[config.mk]
export PLATFORM = sky130hd
export DESIGN_NAME = hazard_stall_unit
export DESIGN_NICKNAME = d
export VERILOG_FILES = /design/src/rtl/hazard_stall_unit_pkg.sv /design/src/rtl/hazard_stall_unit_match.sv /design/src/rtl/hazard_stall_unit.sv
export SDC_FILE = /design/constraint.sdc
export NUM_CORES = 1
export LEC_CHECK = 0
export CAP_MARGIN = 40
export CORE_MARGIN = 2
export CORE_UTILIZATION = 44
export CTS_CLUSTER_SIZE = 14
export DETAILED_ROUTE_END_ITERATION = 7
export GPL_TIMING_DRIVEN = 0
export HOLD_SLACK_MARGIN = 0.12
export PLACE_DENSITY = 0.93
export SLEW_MARGIN = 15
export SYNTH_ARGS = -nofsm -noshare
export SYNTH_HDL_FRONTEND = slang
export SYNTH_SLANG_ARGS = --single-unit
[constraint.sdc]
create_clock -name clk -period 3.3 [get_ports clk]
set_clock_uncertainty 0.15 [all_clocks]
set_input_delay 0.66 -clock clk [delete_from_list [all_inputs] [get_ports clk]]
set_output_delay 0.66 -clock clk [all_outputs]
set_load 0.01 [all_outputs]
[src/rtl/hazard_stall_unit_pkg.sv]
// Shared types and constants for the pipeline hazard/stall controller.
// Holds the FSM state enum, the hazard-class enum and the class-to-stall-length map.
package hazard_stall_unit_pkg;

  typedef enum logic [1:0] {
    RUN,
    HOLD,
    MWAIT
  } state_t;

  typedef enum logic [2:0] {
    HZ_NONE,
    HZ_LU,
    HZ_BR_ALU,
    HZ_BR_LD1,
    HZ_BR_LD2
  } hazard_t;

  localparam int ZERO_REG   = 0;
  localparam int HOLD_CNT_W = 2;

  // Number of stall cycles a hazard class costs, counting the detection cycle.
  function automatic logic [HOLD_CNT_W-1:0] stall_len_of(input hazard_t hz);
    logic [HOLD_CNT_W-1:0] len;
    len = HOLD_CNT_W'(0);
    unique case (hz)
      HZ_NONE:   len = HOLD_CNT_W'(0);
      HZ_BR_LD2: len = HOLD_CNT_W'(2);
      default:   len = HOLD_CNT_W'(1);
    endcase
    return len;
  endfunction

endpackage

[src/rtl/hazard_stall_unit_match.sv]
// Combinational register compare and hazard classifier for the instruction in ID.
// Reports the most expensive hazard class when several apply at once.
module hazard_stall_unit_match
  import hazard_stall_unit_pkg::*;
#(
  parameter int REG_AW = 5
) (
  input  logic [REG_AW-1:0] id_rs,
  input  logic [REG_AW-1:0] id_rt,
  input  logic              id_uses_rs,
  input  logic              id_uses_rt,
  input  logic              id_is_branch,
  input  logic              ex_mem_read,
  input  logic              ex_reg_write,
  input  logic [REG_AW-1:0] ex_dst,
  input  logic              mem_mem_read,
  input  logic [REG_AW-1:0] mem_dst,
  output hazard_t           hz_class
);

  logic [REG_AW-1:0] dst [2];
  logic [1:0]        match;

  assign dst[0] = ex_dst;
  assign dst[1] = mem_dst;

  // The zero register is hard-wired, so writes to it never create a dependency.
  for (genvar gi = 0; gi < 2; gi++) begin : g_match
    assign match[gi] = (dst[gi] != REG_AW'(ZERO_REG)) &&
                       ((id_uses_rs && (dst[gi] == id_rs)) ||
                        (id_uses_rt && (dst[gi] == id_rt)));
  end

  logic lu, br_alu, br_ld2, br_ld1;

  assign lu     = ex_mem_read && match[0];
  assign br_alu = id_is_branch && ex_reg_write && !ex_mem_read && match[0];
  assign br_ld2 = id_is_branch && ex_mem_read && match[0];
  assign br_ld1 = id_is_branch && mem_mem_read && match[1];

  always_comb begin
    hz_class = HZ_NONE;
    if (br_ld2)      hz_class = HZ_BR_LD2;
    else if (lu)     hz_class = HZ_LU;
    else if (br_alu) hz_class = HZ_BR_ALU;
    else if (br_ld1) hz_class = HZ_BR_LD1;
  end

endmodule

[src/rtl/hazard_stall_unit.sv]
// Pipeline stall/bubble/freeze controller with memory-wait watchdog.
// Optional stall-cycle performance counter enabled by HAZARD_PERF_CNT_EN.
module hazard_stall_unit
  import hazard_stall_unit_pkg::*;
#(
  parameter int REG_AW       = 5,
  parameter int WAIT_TIMEOUT = 255,
  parameter int CNT_W        = 8
) (
  input  logic              clk,
  input  logic              reset,
  input  logic [REG_AW-1:0] id_rs,
  input  logic [REG_AW-1:0] id_rt,
  input  logic              id_uses_rs,
  input  logic              id_uses_rt,
  input  logic              id_is_branch,
  input  logic              ex_mem_read,
  input  logic              ex_reg_write,
  input  logic [REG_AW-1:0] ex_dst,
  input  logic              mem_mem_read,
  input  logic [REG_AW-1:0] mem_dst,
  input  logic              dmem_wait,
  output logic              pc_stall,
  output logic              ifid_hold,
  output logic              idex_bubble,
  output logic              pipe_freeze,
  output logic              timeout_err,
  output logic [31:0]       stall_cycles
);

  hazard_t hz_class;

  hazard_stall_unit_match #(.REG_AW(REG_AW)) u_match (
    .id_rs        (id_rs),
    .id_rt        (id_rt),
    .id_uses_rs   (id_uses_rs),
    .id_uses_rt   (id_uses_rt),
    .id_is_branch (id_is_branch),
    .ex_mem_read  (ex_mem_read),
    .ex_reg_write (ex_reg_write),
    .ex_dst       (ex_dst),
    .mem_mem_read (mem_mem_read),
    .mem_dst      (mem_dst),
    .hz_class     (hz_class)
  );

  state_t                state_reg, state_next, ret_reg, ret_next, eff_state;
  logic [HOLD_CNT_W-1:0] cnt_reg, cnt_next, n_len;
  logic [CNT_W-1:0]      wd_reg, wd_next;
  logic                  timeout_err_reg, timeout_err_next;
  logic                  stall, freeze;

  assign n_len = stall_len_of(hz_class);

  // On the cycle a memory wait ends, the FSM already behaves as the saved state
  // so a pending HOLD resumes without a dead cycle.
  always_comb begin
    eff_state  = (state_reg == MWAIT) ? ret_reg : state_reg;
    state_next = state_reg;
    ret_next   = ret_reg;
    cnt_next   = cnt_reg;
    stall      = 1'b0;
    freeze     = 1'b0;
    if (dmem_wait) begin
      freeze     = 1'b1;
      state_next = MWAIT;
      ret_next   = eff_state;
    end else if (eff_state == HOLD) begin
      stall      = 1'b1;
      cnt_next   = (cnt_reg == '0) ? '0 : cnt_reg - HOLD_CNT_W'(1);
      state_next = (cnt_reg <= HOLD_CNT_W'(1)) ? RUN : HOLD;
    end else begin
      state_next = RUN;
      stall      = (n_len != '0);
      if (n_len > HOLD_CNT_W'(1)) begin
        state_next = HOLD;
        cnt_next   = n_len - HOLD_CNT_W'(1);
      end
    end
  end

  always_comb begin
    wd_next = '0;
    if (dmem_wait) wd_next = (wd_reg == {CNT_W{1'b1}}) ? wd_reg : wd_reg + CNT_W'(1);
    timeout_err_next = timeout_err_reg || (dmem_wait && (wd_next >= CNT_W'(WAIT_TIMEOUT)));
  end

  always_ff @(posedge clk or posedge reset) begin
    if (reset) begin
      state_reg       <= RUN;
      ret_reg         <= RUN;
      cnt_reg         <= '0;
      wd_reg          <= '0;
      timeout_err_reg <= 1'b0;
    end else begin
      state_reg       <= state_next;
      ret_reg         <= ret_next;
      cnt_reg         <= cnt_next;
      wd_reg          <= wd_next;
      timeout_err_reg <= timeout_err_next;
    end
  end

  // Mealy outputs are forced low while reset is held, regardless of inputs.
  assign pc_stall    = !reset && (stall || freeze);
  assign ifid_hold   = !reset && (stall || freeze);
  assign idex_bubble = !reset && stall;
  assign pipe_freeze = !reset && freeze;
  assign timeout_err = timeout_err_reg;

`ifdef HAZARD_PERF_CNT_EN
  logic [31:0] stall_cnt_reg;

  always_ff @(posedge clk or posedge reset) begin
    if (reset)         stall_cnt_reg <= '0;
    else if (pc_stall) stall_cnt_reg <= stall_cnt_reg + 32'd1;
  end

  assign stall_cycles = stall_cnt_reg;
`else
  assign stall_cycles = '0;
`endif

endmodule

### After elaboration in Yosys (flattened, before gate mapping)

Index checks and enable logic that the tools add are counted.

| word-level totals | value |
|---|---|
| word-level logic and storage cells | 69 |
| bits in registers | 15 |

| operators by class | value |
|---|---|
| equality and inequality tests | 8 |
| add/sub/neg operators | 3 |
| order comparisons | 3 |
| muxes and demuxes | 18 |
| reductions and logical operators | 31 |
| bitwise logic cells | 1 |

Operators with widths:

| cell | count |
|---|---|
| == test 5 bit | 4 |
| logical AND 1 bit | 18 |
| 2-to-1 mux 8 bit | 2 |
| 2-to-1 mux 2 bit | 6 |
| nonzero test 5 bit | 2 |
| 2-to-1 mux 3 bit | 3 |
| adder 8 x 1 -> 8 bit (second input constant) | 1 |
| == test 8 bit (second input constant) | 1 |
| greater-or-equal comparator 8 bit (second input constant) | 1 |
| 2-to-1 mux 1 bit | 6 |
| logical OR 1 bit | 4 |
| case mux 2 bit (2 select lines) | 1 |
| nonzero test 2 bit | 2 |
| subtractor 2 x 1 -> 2 bit (second input constant) | 2 |
| == test 3 bit (second input constant) | 1 |
| zero test 3 bit | 1 |
| == test 2 x 1 -> 1 bit (second input constant) | 1 |
| == test 2 bit (second input constant) | 1 |
| greater-than comparator 2 x 1 -> 1 bit (second input constant) | 1 |
| less-or-equal comparator 2 x 1 -> 1 bit (second input constant) | 1 |
| zero test 1 bit | 2 |
| zero test 2 bit | 1 |
| AND reduction 2 bit | 1 |
| inverter 1 bit | 1 |

### Longest topological paths before layout

Gate-level depths: netlist of the first run.

| depth | value |
|---|---|
| depth in word-level cells | 16 |
| gate-level depth with buffers | 7 |
| gate-level depth less buffers | 6 |

### Hierarchy

From an unflattened synthesis of the first run, not the netlist that was laid out.

| second synthesis, totals | value |
|---|---|
| cells, all modules | 168 |
| area, all modules | 1437.6 um^2 |

By module, submodules not included:

| module | area an instance (um^2) | cells an instance | sequential area each (um^2) | instances |
|---|---|---|---|---|
| hazard_stall_unit | 1113.6 | 125 | 375.4 | 1 |
| hazard_stall_unit_match | 324.1 | 43 | 0.0 | 1 |

### Worst setup path after synthesis of the first run

Ideal clock, no wire load.

| timing path | value |
|---|---|
| kind | input-to-output |
| from | in mem_dst[1] |
| to | out pc_stall |
| arrival time | 1.787 ns |
| cell stages on the path | 5 |
| data required time | 2.490 ns |
| path slack | 0.703 ns |
| path through | or3_1 o311a_1 a32oi_1 a21oi_1 buf_4 |

| on the way | value |
|---|---|
| cells in the longest elaborated chain, start to end | 16 |

Ends and longest elaborated chain:

| what | RTL line | source |
|---|---|---|
| start: declaration | hazard_stall_unit.sv:21 | `input logic [REG_AW-1:0] mem_dst,` |
| == test 5 bit, on equally long branches | hazard_stall_unit_match.sv:30, hazard_stall_unit_match.sv:31 |  |
| logical AND 1 bit, on equally long branches | hazard_stall_unit_match.sv:30, hazard_stall_unit_match.sv:31 |  |
| logical OR 1 bit | hazard_stall_unit_match.sv:30 | `((id_uses_rs && (dst[gi] == id_rs)) \|\|` |
| logical AND 1 bit (*) | hazard_stall_unit_match.sv:29 | `assign match[gi] = (dst[gi] != REG_AW'(ZERO_REG)) &&` |
| logical AND 1 bit (*) | hazard_stall_unit_match.sv:39 | `assign br_ld1 = id_is_branch && mem_mem_read && match[1];` |
| 2-to-1 mux 2 bit (*) | hazard_stall_unit_match.sv:46 | `else if (br_ld1) hz_class = HZ_BR_LD1;` |
| 2-to-1 mux 3 bit (*) | hazard_stall_unit_match.sv:45 | `else if (br_alu) hz_class = HZ_BR_ALU;` |
| 2-to-1 mux 3 bit (*) | hazard_stall_unit_match.sv:44 | `else if (lu) hz_class = HZ_LU;` |
| 2-to-1 mux 3 bit (*) | hazard_stall_unit_match.sv:43 | `if (br_ld2) hz_class = HZ_BR_LD2;` |
| == test 3 bit / zero test 3 bit (equally long branches) | hazard_stall_unit_pkg.sv:26 | `unique case (hz)` |
| case mux 2 bit (2 select lines) (*) | hazard_stall_unit_pkg.sv:26 |  |
| nonzero test 2 bit (*) | hazard_stall_unit.sv:74 | `stall = (n_len != '0);` |
| 2-to-1 mux 1 bit (*) | hazard_stall_unit.sv:68 | `end else if (eff_state == HOLD) begin` |
| 2-to-1 mux 1 bit (*) | hazard_stall_unit.sv:64 | `if (dmem_wait) begin` |
| logical OR 1 bit (*) | -- |  |
| logical AND 1 bit (*) | -- |  |
| end: declaration | hazard_stall_unit.sv:23 | `output logic pc_stall,` |

Every way passes the cells marked *; elsewhere a longest branch is shown, timed or not.

### Worst setup path after layout of the first run

| timing path | value |
|---|---|
| from | in ex_dst[3] |
| to | out pc_stall |

| on the way | value |
|---|---|
| cells in the longest elaborated chain, start to end | 15 |

Ends and longest elaborated chain:

| what | RTL line | source |
|---|---|---|
| start: declaration | hazard_stall_unit.sv:19 | `input logic [REG_AW-1:0] ex_dst,` |
| == test 5 bit, on equally long branches | hazard_stall_unit_match.sv:30, hazard_stall_unit_match.sv:31 |  |
| logical AND 1 bit, on equally long branches | hazard_stall_unit_match.sv:30, hazard_stall_unit_match.sv:31 |  |
| logical OR 1 bit | hazard_stall_unit_match.sv:30 |  |
| logical AND 1 bit (*) | hazard_stall_unit_match.sv:29 |  |
| logical AND 1 bit | hazard_stall_unit_match.sv:37 | `assign br_alu = id_is_branch && ex_reg_write && !ex_mem_read && match[0];` |
| 2-to-1 mux 3 bit | hazard_stall_unit_match.sv:45 |  |
| 2-to-1 mux 3 bit | hazard_stall_unit_match.sv:44 |  |
| 2-to-1 mux 3 bit (*) | hazard_stall_unit_match.sv:43 |  |
| == test 3 bit / zero test 3 bit (equally long branches) | hazard_stall_unit_pkg.sv:26 |  |
| case mux 2 bit (2 select lines) (*) | hazard_stall_unit_pkg.sv:26 |  |
| nonzero test 2 bit (*) | hazard_stall_unit.sv:74 |  |
| 2-to-1 mux 1 bit (*) | hazard_stall_unit.sv:68 |  |
| 2-to-1 mux 1 bit (*) | hazard_stall_unit.sv:64 |  |
| logical OR 1 bit (*) | hazard_stall_unit.sv:105 | `assign pc_stall = !reset && (stall \|\| freeze);` |
| logical AND 1 bit (*) | hazard_stall_unit.sv:105 |  |

Marked as above.

==> metrics.cfg, run 1 <==
[clocking]
max-clock-path-buffers=2
numCtsBuffers=3
cts_hold_buf=0
cts_tree=built
h-tree-depth=1
insertion_delay_ns=0.28
path_clk_slew_ns=0.09
postCtsSetupRepairBufs=0
clockRootBuffer=clkbuf_4
cts.sinks=15

[final_layout]
largest_reg_flops=8
antenna_cells=0
syn_to_final_growth_pct=38.6
utilization_pct=63.3
drive_above_1_share_pct=23.3
fin_nets=254

[global_route]
grt_overflow_total=0
grt_pass1_vias=1151
grt_max_degree=16
grt_pass1_wl_um=4970
grt_antenna_before_repair=0
grtUsageTotal_pct=17.9

[power_and_ir_drop]
fin_total_pwr_uw=461
leakage_nw=0.899
p_per_area_nw_per_um2=243
vdd_drop_max_mv=0.0998

[worst_setup_path]
r2r_slack_ns=1.48
critPathCaptureType=output pin
cp.required_ns=2.49
cp-start-kind=primary input
path_max_fanout=3
critPathArrivalTime_ns=2.40
crit_type=in -> out

[sta]
fmax_mhz=312
finalCriticalPeriod_ns=3.21
fin_ws_ns=0.0935
finalHoldViolations=0
slew_headroom_pct=61.5
setup_viol=0
holdWs_ns=0.328
tightest_slew_ns=0.576
slew_viol_final=0
fin_crit_sh_pct=97.2
rsz0062_at_grt=false

[synth]
ys_ff_latch=15
synth_cells=155
synth_edf_count=0
synth_cell_types=40
synth_flop_cell=dfrtp_1
netlist_area_um2=1370
yosysSeqAreaShare_pct=27.4
syn-mean-instance-area_um2=8.85
async_flop_share_pct=100
yosysWarnings=0

[min_path]
hold_class=reg -> reg

[route]
final_antenna_net_count=0
drtIter0Drc=94
dr.pass1.iters=4
remaining_drc_errors=0
drt_wl_total_um=3030
vias_per_cell=4.64
wl_per_cell_um=11.8
num_vias=1188

[place]
dpl_worst_slack_ns=-0.299
hpwl_um=2460
gp_congestion=0.880
portBuffers=33

[die]
ioPinCount=66
dieHeight_um=59.8
initial_core_util_pct=45.7
die_area_um2=3580
rows=20
dieWidth_um=59.8
core_um2=3000

[flow_run]
max-cap-violations=0

[status]
status=finished clean

## final timing paths
kind | from | to | cells past startpoint
setup / recovery | ex_dst[3] | pc_stall | 8
hold / removal | timeout_err | timeout_err | 1
min in group asynchronous | reset | state_reg[1] | 2
max in group asynchronous | reset | wd_reg[5] | 2
hold reg to reg | timeout_err | timeout_err | 1
setup reg to reg | wd_reg[3] | timeout_err | 6
## power breakdown
| part | internal [mW] | switching (mW) |
|---|---|---|
| Sequential | 0.190 | 0.00561 |
| Clock | 0.0450 | 0.0601 |
| Combinational | 0.0886 | 0.0723 |
## cell type report
class                      count  area (um^2)
clock buffer                   3         22.5
clock inverter                 1         5.00
sequential                    15          375
multi-input combinational    128          812
tap                           33         41.3
buffer                        38          307
fill                         255         1100
inverter                       5         18.8
timing repair buffer          33          319
## cells by family (layout without fill, tap and decap cells)
family / after synthesis / count (layout) / synth area share, %
buf+inv: 43 / 80 / 23.7
simple gates: 39 / 39 / 16.3
flops: 15 / 15 / 27.4
other cells: 1 / 32 / 0.273
fa+ha+maj: 1 / 1 / 0.912
mux: 2 / 2 / 1.82
xor+xnor: 22 / 22 / 14.1
compound gates: 32 / 32 / 15.5
## routing by layer
| metal | global-route usage [%] | wire length, um |
|---|---|---|
| met1 | 21.5 | 1240 |
| met2 | 33.2 | 1630 |
| met3 | 1.52 | 125 |
| met4 | 5.40 | 31 |
| met5 | 0 | 0 |
## placed cells by master, fill, tap and decap left out, types with 2 or more instances in the layout
cell type / n
a211oi_1: 2
a21o_1: 2
a21oi_1: 5
a31oi_1: 4
buf_4: 33
buf_6: 4
clkbuf_4: 3
clkdlybuf4s50_1: 27
conb_1: 32
dfrtp_1: 15
dlygate4sd2_1: 5
inv_1: 5
nand2_1: 12
nand2b_1: 2
nand3_1: 3
nand4_1: 4
nor2_1: 7
nor3_1: 2
o211ai_1: 2
o21ai_0: 7
xnor2_1: 21
## metrics by stage
step / setup TNS [ns] / std cells / instance area [um^2]
after floorplan: 0 / 186 / 1490
after global routing: 0 / 256 / 1900
after detailed placement: -0.784 / 252 / 1860
after global placement: -0.680 / 252 / 1860
after CTS: 0 / 256 / 1900
final: 0 / 256 / 1900
## critical path: stages
cell and delay (ns):
clkdlybuf4s50_1 0.54, xnor2_1 0.15, nand4_1 0.13, o22ai_2 0.23, a32oi_2 0.16, a21oi_2 0.15
buf_4 0.11, dlygate4sd2_1 0.26
## what timing repair did
action	in CTS	in global routing
pin swaps	0	2
endpoints found under the setup margin	3	2
resized for setup	9	4
## cell usage after synthesis, types with 2 or more instances
| cell type | number | share of area (%) |
|---|---|---|
| xnor2_1 | 21 | 13 |
| inv_1 | 5 | 1.4 |
| a21oi_1 | 6 | 2.2 |
| dfrtp_1 | 15 | 27 |
| nor3_1 | 2 | 0.73 |
| nand2b_1 | 2 | 0.91 |
| nand4_1 | 4 | 1.8 |
| buf_4 | 33 | 18 |
| o211ai_1 | 2 | 1.1 |
| a211oi_1 | 2 | 1.1 |
| o22ai_1 | 2 | 0.91 |
| a31oi_1 | 4 | 1.8 |
| buf_6 | 4 | 3.3 |
| nor2_1 | 7 | 1.9 |
| nand3_1 | 3 | 1.1 |
| nand2_1 | 12 | 3.3 |
| o21ai_0 | 7 | 2.6 |
| a21o_1 | 2 | 1.1 |
Note: power is estimated with default switching activity, not from simulation.
==> run 2, diff against run 1 <==
- CELL_PAD_IN_SITES_DETAIL_PLACEMENT: default -> 1
- CELL_PAD_IN_SITES_GLOBAL_PLACEMENT: default -> 1
- CORE_UTILIZATION: 44 -> 31
- PLACE_DENSITY: 0.93 -> 0.95
- SLEW_MARGIN: 15 -> default
==> metrics.cfg, run 2 (synthesis gave the netlist of run 1 again) <==
[status]
status=finished clean

[sta]
fin_crit_sh_pct=96.8
holdWs_ns=0.322
tightest_slew_ns=0.609
setup_viol=0
slew_headroom_pct=59.3
finalCriticalPeriod_ns=3.19
slew_viol_final=0
finalHoldViolations=0
fmax_mhz=313

[clocking]
cts_hold_buf=0
max-clock-path-buffers=2
h-tree-depth=1
clockRootBuffer=clkbuf_8
cts_tree=built
insertion_delay_ns=0.25
cts.sinks=15
numCtsBuffers=3
path_clk_slew_ns=0.07

[flow_run]
max-cap-violations=0

[route]
wl_per_cell_um=13.2
dr.pass1.iters=4
num_vias=1256
drtIter0Drc=45
vias_per_cell=4.53
drt_wl_total_um=3650
final_antenna_net_count=0
remaining_drc_errors=0

[die]
rows=24
dieHeight_um=70.5
die_area_um2=4970
initial_core_util_pct=31.9
core_um2=4290
ioPinCount=66
dieWidth_um=70.5

[place]
portBuffers=33
gp_congestion=0.868
postPlaceCellArea_um2=1880
hpwl_um=2960

[final_layout]
final_common_cell=buf_4
syn_to_final_growth_pct=44.2
drive_above_1_share_pct=24.4
final_area_um2=1980
final_cell_mix=35 x buf_4, 32 x conb_1, 22 x clkdlybuf4s50_1
largest_reg_flops=8
fin_nets=256
utilization_pct=46.0
antenna_cells=0

[power_and_ir_drop]
leakage_nw=0.940
vdd_drop_max_mv=0.104
p_per_area_nw_per_um2=261
fin_total_pwr_uw=516

[worst_setup_path]
critPathArrivalTime_ns=2.38
rr_worst_depth=6
r2r_slack_ns=1.48
startpoint=id_rt[3]
critPathCaptureType=output pin
path_max_fanout=4
cp.required_ns=2.49
crit_type=in -> out
cp-start-kind=primary input
setup.worst_path.end=idex_bubble
reg2reg_to=timeout_err
rr_startpoint=wd_reg[3]

[global_route]
grtUsageTotal_pct=15.1
grt_max_degree=16
grt_pass1_vias=1327
grt_overflow_total=0
grt_antenna_before_repair=0
grt_pass1_wl_um=6040

[min_path]
hold_class=reg -> reg

==> run 2: changes by cell type in the layout (fill, tap and decap cells not counted) <==
cell             before  now
buf_2                 0    1
a211oi_2              0    1
a41oi_4               0    1
buf_4                33   35
clkdlybuf4s15_1       0    1
clkbuf_8              1    4
a211oi_1              2    1
a41oi_2               1    0
clkbuf_4              3    0
clkdlybuf4s50_1      27   22
dlymetal6s2s_1        0    2
clkbuf_2              1    0
dlygate4sd2_1         5    7
==> run 2: what timing repair did <==
action | CTS | global route
setup endpoints to repair | 3 | 2
hold endpoints to repair | 0 | 0
gates resized for setup | 16 | 6
buffers inserted | 1 | 1
pin swaps | 4 | 6
==> run 2: final cells by class <==
cell class	instances	area, um^2
Timing Repair Buffer	35	337
Tap cell	52	65.1
Buffer	38	307
Clock inverter	1	5.00
Multi-Input combinational cell	128	828
Fill cell	529	2320
Sequential cell	15	375
Clock buffer	3	41.3
Inverter	5	18.8
==> run 2: how the worst min path moves through the flow <==
stage                   to  cells after the start   startpoint
2_1_floorplan   cnt_reg[1]                      1   cnt_reg[1]
3_3_place_gp   timeout_err                      1  timeout_err
3_5_place_dp   timeout_err                      1  timeout_err
4_1_cts        timeout_err                      1  timeout_err
5_1_grt        timeout_err                      1  timeout_err
6_report       timeout_err                      1  timeout_err
==> run 2: metrics by stage <==
stage	setup slack, ns	instances	setup TNS (ns)
2_1_floorplan	0.703	186	0
3_3_place_gp	-0.295	271	-0.758
3_5_place_dp	-0.337	271	-0.849
4_1_cts	0.0142	276	0
5_1_grt	-0.00271	277	-0.00271
6_report	0.105	277	0
==> run 2: layer usage <==
layer / part of all wire, % / track usage, % / routed length (um)
met1: 44 / 17.8 / 1590
met4: 1.3 / 6.20 / 47
met3: 3.6 / 1.73 / 132
met5: 0 / 0 / 0
met2: 51 / 27.5 / 1880
==> run 2: power by group <==
part           internal [mW]  total (mW)  switching (mW)
combinational         0.0890       0.167          0.0777
sequential             0.190       0.196         0.00606
clock                 0.0837       0.154          0.0699
total                  0.363       0.516           0.154
==> run 2: worst max-delay path: stages <==
cell and delay, ns:
clkdlybuf4s50_1 0.51, xnor2_1 0.16, nand4_1 0.14, o22ai_2 0.23
buf_4 0.15, a41oi_4 0.14, a211oi_2 0.23, buf_2 0.16
==> run 3, diff against run 2 <==
- CORE_ASPECT_RATIO: default -> 0.6
==> metrics.cfg, run 3 (synthesis gave the netlist of run 1 again) <==
[power_and_ir_drop]
fin_total_pwr_uw=522
vdd_drop_max_mv=0.136
pwr-share-seq_pct=37.7
swShare_pct=29.8
p_int_uw=366
p_per_area_nw_per_um2=263
pwr-share-clk_pct=29.3
switchingPower_uw=156
leakage_nw=0.956
power_frac_comb_pct=33.0

[final_layout]
final_area_um2=1990
drive_above_1_share_pct=25.1
largest_reg_flops=8
antenna_cells=0
final_common_cell=buf_4
syn_to_final_growth_pct=44.8
utilization_pct=47.4
fill_cells=521
final_cell_mix=33 x buf_4, 32 x conb_1, 23 x clkdlybuf4s50_1
fin_nets=254

[global_route]
grt_pass1_wl_um=6600
grt_max_degree=16
grt_pass1_vias=1386
grtUsageTotal_pct=16.3
grt_antenna_before_repair=0
grt_overflow_total=0

[flow_run]
max-cap-violations=0

[sta]
fin_crit_sh_pct=97.8
finalCriticalPeriod_ns=3.23
slew_viol_final=0
tightest_slew_ns=0.601
fmax_mhz=310
fin_ws_ns=0.0721
holdWs_ns=0.362
finalHoldViolations=0
setup_viol=0
slew_headroom_pct=59.9

[route]
vias_per_cell=4.52
final_antenna_net_count=0
wl_per_cell_um=14.5
drtIter0Drc=34
dr.pass1.iters=4
drt_wl_total_um=4110
remaining_drc_errors=0
num_vias=1278

[min_path]
hold_end=cnt_reg[1]
worstHoldStart=cnt_reg[1]
worstHoldPathCells=1
hold_class=reg -> reg

[place]
portBuffers=33
postPlaceCellArea_um2=1890
gp_congestion=0.854
dpl_worst_slack_ns=-0.398
hpwl_um=3410

[clocking]
max-clock-path-buffers=2
numCtsBuffers=3
cts_hold_buf=0
clockRootBuffer=clkbuf_8
h-tree-depth=1
insertion_delay_ns=0.25
cts.sinks=15
postCtsSetupRepairBufs=0
path_clk_slew_ns=0.06
cts_tree=built

[die]
dieHeight_um=55.5
dieWidth_um=89.9
ioPinCount=66
die_area_um2=4990
core_um2=4190
initial_core_util_pct=32.7
rows=18

[worst_setup_path]
r2r_slack_ns=1.41
cp_top_family=buffers and inverters
cp.required_ns=2.49
reg2reg_to=timeout_err
critPathCaptureType=output pin
cp_cell_sequence=clkdlybuf4s50_1 -> xnor2_2 -> nand4_1 -> o22ai_2 -> a32oi_2 -> a21oi_2 -> dlygate4sd2_1
crit_buf_inv=2
crit_type=in -> out
rr_worst_depth=5
path_max_fanout=2
slowest_delay_ns=0.56
cp-start-kind=primary input
cp_slowest_cell=clkdlybuf4s50_1
critPathArrivalTime_ns=2.42
rr_startpoint=wd_reg[0]

[status]
status=finished clean

[run 3: cell count changes in the layout (fill, tap and decap cells not counted), moves of 2 or more]
cell            delta
buf_4              -2
clkbuf_2           +2
xnor2_1            -3
dlymetal6s2s_1     +2
dlygate4sd2_1      -3
xnor2_2            +3
[run 3: area by class of cell]
cell class | instances | area, um^2 | area share [%]
Sequential cell | 15 | 375 | 18.9
Buffer | 38 | 307 | 15.4
Clock buffer | 4 | 45.0 | 2.27
Multi-Input combinational cell | 128 | 840 | 42.3
Inverter | 5 | 18.8 | 0.945
Timing Repair Buffer | 33 | 325 | 16.4
Tap cell | 60 | 75.1 | 3.78
[run 3: what timing repair did]
item                       4_1_cts  5_1_grt
setup endpoints to repair        3        3
resized for setup               10       13
pin swaps                        2        5
[run 3: worst max-delay path by stage]
stage,startpoint,endpoint,cells past startpoint
floorplan,mem_dst[1],pc_stall,5
global placement,ex_dst[1],idex_bubble,7
detailed placement,ex_dst[1],idex_bubble,7
CTS,ex_dst[1],pc_stall,8
global route,id_rt[0],ifid_hold,7
finish,id_rt[0],ifid_hold,7
[run 3: worst register-to-register path, cell delays in order, from the launching register on]
cell	delay, ns
dfrtp_1	0.44
ha_1	0.26
clkbuf_8	0.18
a311oi_1	0.31
nor4b_2	0.31
a31o_1	0.19
[run 3: metal layers]
metal | up-vias | global-route usage, % | part of all wire, %
li1 | 616 | - | -
met2 | 27 | 28.7 | 49
met3 | 5 | 3.96 | 4.1
met5 | - | 0 | 0
met1 | 630 | 20.8 | 46
met4 | 0 | 2.64 | 0.41
[run 3: power by group through the flow]
stage | logic (mW) | clock network, mW | registers (mW)
floorplan | 0.101 | 0 | 0.197
global placement | 0.160 | 0 | 0.199
detailed placement | 0.165 | 0 | 0.200
CTS | 0.165 | 0.157 | 0.197
global route | 0.186 | 0.165 | 0.198
finish | 0.172 | 0.153 | 0.197
[run 3: stage by stage]
| step | setup TNS, ns | std cells |
|---|---|---|
| 3_3_place_gp | -0.854 | 279 |
| 3_5_place_dp | -1.01 | 279 |
| 6_report | 0 | 283 |
| 4_1_cts | 0 | 283 |
| 5_1_grt | -0.0178 | 283 |
| 2_1_floorplan | 0 | 186 |
